**src/rtl/branch_predictor_pkg.sv**
```systemverilog
// Shared definitions for the fetch-stage branch predictor.
// Holds the RV32 opcode constants for the predecoded control-transfer instructions,
// the link register numbers used for return-address-stack hints, the 2-bit counter
// encodings and the saturating counter helper.
package branch_predictor_pkg;

  localparam logic [6:0] OpcJal    = 7'b1101111;
  localparam logic [6:0] OpcJalr   = 7'b1100111;
  localparam logic [6:0] OpcBranch = 7'b1100011;

  localparam logic [4:0] RegRa = 5'd1;
  localparam logic [4:0] RegT0 = 5'd5;

  typedef enum logic [1:0] {
    CntSnt = 2'b00,
    CntWnt = 2'b01,
    CntWt  = 2'b10,
    CntSt  = 2'b11
  } cnt_e;

  function automatic logic is_link(input logic [4:0] r);
    return (r == RegRa) || (r == RegT0);
  endfunction

  // Saturating 2-bit counter step.
  function automatic logic [1:0] cnt_next(input logic [1:0] c, input logic taken);
    logic [1:0] n;
    n = c;
    if (taken) begin
      if (c != CntSt) n = c + 2'd1;
    end else begin
      if (c != CntSnt) n = c - 2'd1;
    end
    return n;
  endfunction

endpackage

```
**src/rtl/ras_stack.sv**
```systemverilog
// Circular return address stack.
// Ports:
//   clk, rst_n   clock, asynchronous active-low reset
//   push, pop    operations; both together replace the top entry (pop then push)
//   push_data    address pushed
//   top          current top entry (valid when !empty)
//   empty        no entries held
// A push when full overwrites the oldest entry; a pop when empty is ignored.
module ras_stack #(
  parameter int unsigned DEPTH = 8,
  parameter int unsigned XLEN  = 32
) (
  input  logic            clk,
  input  logic            rst_n,
  input  logic            push,
  input  logic            pop,
  input  logic [XLEN-1:0] push_data,
  output logic [XLEN-1:0] top,
  output logic            empty
);

  localparam int unsigned PtrW = $clog2(DEPTH);

  logic [XLEN-1:0] mem_q [DEPTH];
  logic [PtrW-1:0] ptr_q;     // next free slot
  logic [PtrW:0]   cnt_q;
  logic [PtrW-1:0] top_idx;
  logic            do_pop;

  assign top_idx = ptr_q - PtrW'(1);
  assign empty   = (cnt_q == '0);
  assign top     = mem_q[top_idx];
  assign do_pop  = pop && !empty;

  always_ff @(posedge clk or negedge rst_n) begin
    if (!rst_n) begin
      for (int i = 0; i < int'(DEPTH); i++) mem_q[i] <= '0;
      ptr_q <= '0;
      cnt_q <= '0;
    end else if (do_pop && push) begin
      // Pop then push collapses to rewriting the top slot.
      mem_q[top_idx] <= push_data;
    end else if (push) begin
      mem_q[ptr_q] <= push_data;
      ptr_q        <= ptr_q + PtrW'(1);
      if (cnt_q != (PtrW + 1)'(DEPTH)) cnt_q <= cnt_q + (PtrW + 1)'(1);
    end else if (do_pop) begin
      ptr_q <= ptr_q - PtrW'(1);
      cnt_q <= cnt_q - (PtrW + 1)'(1);
    end
  end

endmodule

```
**src/rtl/branch_predictor.sv**
```systemverilog
// Fetch-stage branch/jump predictor.
// Predecodes jal, jalr and B-type instructions, predicts B-type direction from a
// table of 2-bit saturating counters indexed by pc[log2(BHT_DEPTH)+1:2], and
// computes targets as pc + immediate. Trained by EX-stage resolutions.
// Optional macro BRANCH_PREDICTOR_RAS_EN adds a return address stack that predicts
// jalr returns; without it jalr is always predicted not-taken.
// Ports:
//   clk, rst_n                   clock, asynchronous active-low reset
//   if_valid, if_stall           fetch qualifiers (stall blocks RAS updates only)
//   if_pc, if_instr              fetched instruction and its PC
//   pred_taken, pred_target      prediction (target = if_pc+4 when not taken)
//   pred_cti                     instruction is jal, jalr or B-type
//   ex_valid, ex_b_type, ex_pc,
//   ex_taken                     resolved outcome used to train the counters
module branch_predictor
  import branch_predictor_pkg::*;
#(
  parameter int unsigned XLEN      = 32,
  parameter int unsigned BHT_DEPTH = 64,
  parameter int unsigned RAS_DEPTH = 8,
  parameter logic [1:0]  CNT_INIT  = 2'b01
) (
  input  logic            clk,
  input  logic            rst_n,
  input  logic            if_valid,
  input  logic            if_stall,
  input  logic [XLEN-1:0] if_pc,
  input  logic [31:0]     if_instr,
  output logic            pred_taken,
  output logic [XLEN-1:0] pred_target,
  output logic            pred_cti,
  input  logic            ex_valid,
  input  logic            ex_b_type,
  input  logic [XLEN-1:0] ex_pc,
  input  logic            ex_taken
);

  localparam int unsigned IdxW = $clog2(BHT_DEPTH);

  logic [1:0]      bht_q [BHT_DEPTH];
  logic [IdxW-1:0] if_idx;
  logic [IdxW-1:0] ex_idx;
  logic [1:0]      cnt_upd;

  logic [6:0]      opcode;
  logic [XLEN-1:0] j_imm;
  logic [XLEN-1:0] b_imm;
  logic [XLEN-1:0] pc_plus4;

  assign if_idx   = if_pc[IdxW+1:2];
  assign ex_idx   = ex_pc[IdxW+1:2];
  assign opcode   = if_instr[6:0];
  assign j_imm    = {{(XLEN-20){if_instr[31]}}, if_instr[19:12], if_instr[20],
                     if_instr[30:21], 1'b0};
  assign b_imm    = {{(XLEN-12){if_instr[31]}}, if_instr[7], if_instr[30:25],
                     if_instr[11:8], 1'b0};
  assign pc_plus4 = if_pc + XLEN'(4);

  logic unused_ex_pc;
  assign unused_ex_pc = ^{ex_pc[XLEN-1:IdxW+2], ex_pc[1:0]};

  // ---------------------------------------------------------------------------
  // Counter table: trained only by B-type resolutions. Fetch reads the registered
  // value, so a same-cycle update becomes visible one cycle later.
  // ---------------------------------------------------------------------------
  always_comb begin
    cnt_upd = cnt_next(bht_q[ex_idx], ex_taken);
  end

  always_ff @(posedge clk or negedge rst_n) begin
    if (!rst_n) begin
      for (int i = 0; i < int'(BHT_DEPTH); i++) bht_q[i] <= CNT_INIT;
    end else if (ex_valid && ex_b_type) begin
      bht_q[ex_idx] <= cnt_upd;
    end
  end

`ifdef BRANCH_PREDICTOR_RAS_EN
  // ---------------------------------------------------------------------------
  // Return address stack, speculatively updated at fetch and never repaired.
  // ---------------------------------------------------------------------------
  logic [4:0]      rd;
  logic [4:0]      rs1;
  logic            is_jal;
  logic            is_jalr;
  logic            is_call;
  logic            is_ret;
  logic            is_swap;
  logic            ras_fire;
  logic            ras_push;
  logic            ras_pop;
  logic [XLEN-1:0] ras_top;
  logic            ras_empty;

  assign rd       = if_instr[11:7];
  assign rs1      = if_instr[19:15];
  assign is_jal   = (opcode == OpcJal);
  assign is_jalr  = (opcode == OpcJalr);
  assign is_call  = (is_jal || is_jalr) && is_link(rd);
  assign is_ret   = is_jalr && is_link(rs1) && (rd == 5'd0);
  // Coroutine swap: both links and distinct -> pop then push.
  assign is_swap  = is_jalr && is_link(rd) && is_link(rs1) && (rd != rs1);
  assign ras_fire = if_valid && !if_stall;
  assign ras_push = ras_fire && is_call;
  assign ras_pop  = ras_fire && (is_ret || is_swap);

  ras_stack #(
    .DEPTH (RAS_DEPTH),
    .XLEN  (XLEN)
  ) u_ras_stack (
    .clk       (clk),
    .rst_n     (rst_n),
    .push      (ras_push),
    .pop       (ras_pop),
    .push_data (pc_plus4),
    .top       (ras_top),
    .empty     (ras_empty)
  );
`else
  logic unused_ras;
  localparam int unsigned UnusedRasDepth = RAS_DEPTH;
  assign unused_ras = if_stall;
`endif

  // ---------------------------------------------------------------------------
  // Combinational prediction.
  // ---------------------------------------------------------------------------
  always_comb begin
    pred_taken  = 1'b0;
    pred_target = pc_plus4;
    pred_cti    = 1'b0;
    if (if_valid) begin
      case (opcode)
        OpcJal: begin
          pred_cti    = 1'b1;
          pred_taken  = 1'b1;
          pred_target = if_pc + j_imm;
        end
        OpcBranch: begin
          pred_cti = 1'b1;
          if (bht_q[if_idx][1]) begin
            pred_taken  = 1'b1;
            pred_target = if_pc + b_imm;
          end
        end
        OpcJalr: begin
          pred_cti = 1'b1;
`ifdef BRANCH_PREDICTOR_RAS_EN
          if (is_ret && !ras_empty) begin
            pred_taken  = 1'b1;
            pred_target = ras_top;
          end
`endif
        end
        default: ;
      endcase
    end
  end

endmodule

```
**config.mk**
```make
export PLATFORM = sky130hd
export DESIGN_NAME = branch_predictor
export DESIGN_NICKNAME = d
export VERILOG_FILES = /design/src/rtl/branch_predictor_pkg.sv /design/src/rtl/ras_stack.sv /design/src/rtl/branch_predictor.sv
export SDC_FILE = /design/constraint.sdc
export NUM_CORES = 1
export LEC_CHECK = 0
export CAP_MARGIN = 30
export CORE_ASPECT_RATIO = 0.7
export CORE_MARGIN = 2
export CORE_UTILIZATION = 41
export CTS_CLUSTER_DIAMETER = 100
export DETAILED_ROUTE_END_ITERATION = 8
export GPL_TIMING_DRIVEN = 0
export SYNTH_ARGS = -nofsm -noshare
export SYNTH_HDL_FRONTEND = slang
export SYNTH_SLANG_ARGS = --single-unit
```
**constraint.sdc**
```tcl
create_clock -name clk -period 4.9 [get_ports clk]
set_clock_uncertainty 0.15 [all_clocks]
set_input_delay 0.98 -clock clk [delete_from_list [all_inputs] [get_ports clk]]
set_output_delay 0.98 -clock clk [all_outputs]
set_load 0.05 [all_outputs]
```
==> results.sh <==
export IMPL_cts_buffers=17
export IMPL_ys_flop_type="dfstp_2"
export IMPL_finalSetupViolCount=0
export IMPL_yosys_area_share_simple=0.165
export IMPL_clock_sinks=128
export IMPL_rows=49
export IMPL_syn_nets=1338
export IMPL_critPathRequiredTime_ns=3.77
export IMPL_drive_gt1_frac=0.323
export IMPL_post_dp_hpwl_um=28700
export IMPL_fin_tns_setup_ns=0
export IMPL_syn_inst=1189
export IMPL_cts_htree_levels=4
export IMPL_grt_max_degree=66
export IMPL_die_area_um2=27100
export IMPL_rrSetupSlack_ns=1.36
export IMPL_antenna_found_initial=0
export IMPL_die_h_um=138
export IMPL_p_per_area_nw_per_um2=279
export IMPL_port_buffers=107
export IMPL_critPathMaxFanout=10
export IMPL_synthXorXnorAreaFrac=0.0621
export IMPL_postSynthAreaPerCell_um2=8.90
export IMPL_regMostFlops="bht_q"
export IMPL_synthArstFlopShare=1.00
export IMPL_synth_area_um2=10600
export IMPL_grt_first_pass_wirelength_um=59300
export IMPL_maxSlewHeadroom=0.317
export IMPL_synth_warnings=0
export IMPL_worst_pin_slew_ns=1.02
export IMPL_ys_types=77
export IMPL_hold_violations=0
export IMPL_gr_total_overflow=0
export IMPL_path_clk_slew_ns=0.06
export IMPL_r2r_end="bht_q[59]$_DFFE_PN0P_"
export IMPL_fp_dieW_um=196
export IMPL_routed_via_density=6.17
export IMPL_hp_class="reg2reg"
export IMPL_fmax_mhz=204
export IMPL_grt_total_usage=0.286
export IMPL_min_period_ns=4.89
export IMPL_worstReg2RegStart="bht_q[85]$_DFFE_PN0P_"
export IMPL_io_pins=137
export IMPL_area_growth_pct=31.3
export IMPL_route_detailed_drc=0
export IMPL_status="finished clean"
export IMPL_muxShareOfSynthArea=0.157
export IMPL_whs_ns=0.355
export IMPL_n_antenna_cell=0
export IMPL_clk_latency_ns=0.43
export IMPL_total_power_mw=3.88
export IMPL_hold_path_cell_count=2
export IMPL_largest_register_ffs=128
export IMPL_grt_pass1_vias=9821
export IMPL_hp_start="bht_q[25]$_DFFE_PN0P_"
export IMPL_clockBufferDepth=2
export IMPL_min_to="bht_q[25]$_DFFE_PN0P_"
export IMPL_synth_edf_count=0
export IMPL_fin_crit_sh=0.999
export IMPL_synth_seq_cells=128
export IMPL_wire_per_inst_um=23.2
export IMPL_path_class="in2out"
export IMPL_synth_top_family_by_area="compound AO/OA/AOI/OAI gates"
export IMPL_crit_path_end_kind="primary output"
export IMPL_synth_fa_ha_area_frac=0.0571
export IMPL_drv_cap=0
export IMPL_root_buffer="clkbuf_16"
export IMPL_critPathArrivalTime_ns=3.76
export IMPL_slew_viol_final=0
export IMPL_antenna_left=0
export IMPL_r2r_cells=10
export IMPL_cts_tree="built"
export IMPL_drt_pass1_iter_count=6
export IMPL_gp_congestion=0.973
export IMPL_p_leak_nw=5.64
export IMPL_core_um2=25500
export IMPL_drtIter0Drc=1129
export IMPL_start_util=0.415
export IMPL_cp_start_kind="primary input"
export IMPL_vias=10500
export IMPL_drt_wl_total_um=39400
export IMPL_nets=1502
export IMPL_synth_seq_area_share=0.310
export IMPL_synth_compound_area_frac=0.208
export IMPL_top_regs="bht_q x128"
export IMPL_rsz0062_at_grt="true"
export IMPL_ir_drop_v=0.000254
cell families after synthesis:
family,after synthesis
simple gates,391
compound gates,341
xor+xnor,75
fa+ha+maj,47
flops,128
mux,120
buf+inv,87
routing by layer:
layer  GRT usage  vias up  routed length [um]
li1            -     4729                   -
met1       0.441     5179               19000
met2       0.383      499               15900
met5           0        -                   0
met3      0.0859       70                3680
met4      0.0774        0                 825
where the power goes:
group	internal (mW)	switching [mW]	total [mW]	leakage, nW
clock network	0.947	0.510	1.46	0.319
logic	0.504	0.679	1.18	3.78
registers	1.18	0.0610	1.24	1.54
through the flow:
step,setup WS (ns),std cells,utilization,area [um^2]
floorplan,0.0101,1189,-,10600
detailed placement,-1.86,1630,0.477,12200
global route,-0.0541,1697,0.545,13900
global placement,-2.41,1627,0.475,12100
CTS,0.00256,1678,0.524,13400
finish,0.00559,1697,0.545,13900
final cells by class:
cell class | instances | area [um^2]
inverter | 27 | 106
timing repair buffer | 149 | 1350
multi-input combinational | 974 | 7670
tap | 331 | 414
clock inverter | 12 | 204
buffer | 56 | 402
sequential | 128 | 3280
fill | 2332 | 11600
clock buffer | 20 | 467
worst max-delay path, stage by stage:
cell      delay [ns]
buf_4           0.15
buf_4           0.18
buf_8           0.17
mux4_2          0.37
a22oi_2         0.22
a21oi_1         0.11
a2111o_1        0.39
o31ai_4         0.11
nand2b_4        0.21
buf_6           0.18
nor2_1          0.07
a211oi_1        0.26
o22ai_2         0.14
buf_4           0.21
layout by cell type (no fill, tap or decap), drive strengths merged, types with 12 or more instances in the layout:
master         netlist  final
nand2              174    174
nor2               112    112
buf                 31    111
a21oi               88     88
o21ai               83     83
mux2                69     69
dfstp               64     64
dfrtp               64     64
clkbuf              29     52
xnor2               44     44
ha                  44     44
clkdlybuf4s50        0     42
xor2                31     31
mux4                30     30
inv                 26     28
a21o                25     25
mux2i               21     21
nand3               19     19
o221ai              18     18
o211ai              16     16
a22oi               16     16
a211oi              15     15
nand4               14     14
a221oi              13     13
nor2b               12     12
nor3                12     12
synth_stat cells, drive strengths merged, types with 26 or more instances:
master    n  area (um^2)
xnor2    44          385
a21oi    88          444
o21ai    83          415
inv      26         97.6
buf      31          219
xor2     31          272
mux2     69          777
ha       44          551
clkbuf   29          110
dfrtp    64         1600
nor2    112          420
dfstp    64         1680
mux4     30          676
nand2   174          656
how the worst max path moves through the flow:
stage	from	endpoint	slack, ns	cells after the start
after floorplan	if_pc[1]	pred_target[29]	0.01	11
after global placement	rst_n	bht_q[71]$_DFFE_PN0P_	-2.41	1
after detailed placement	if_pc[3]	pred_target[20]	-1.86	12
after CTS	if_instr[8]	pred_target[19]	0.003	12
after global routing	if_pc[1]	pred_target[19]	-0.05	12
final	if_pc[3]	pred_target[20]	0.006	14
timing repair:
action	CTS	global route
buffers inserted	18	19
setup endpoints to repair	32	32
hold buffers	0	0
gates resized for setup	333	120
pin swaps	42	43
endpoints found under the hold margin	0	0
cloned	1	1
Note: power is estimated with default switching activity, not from simulation.
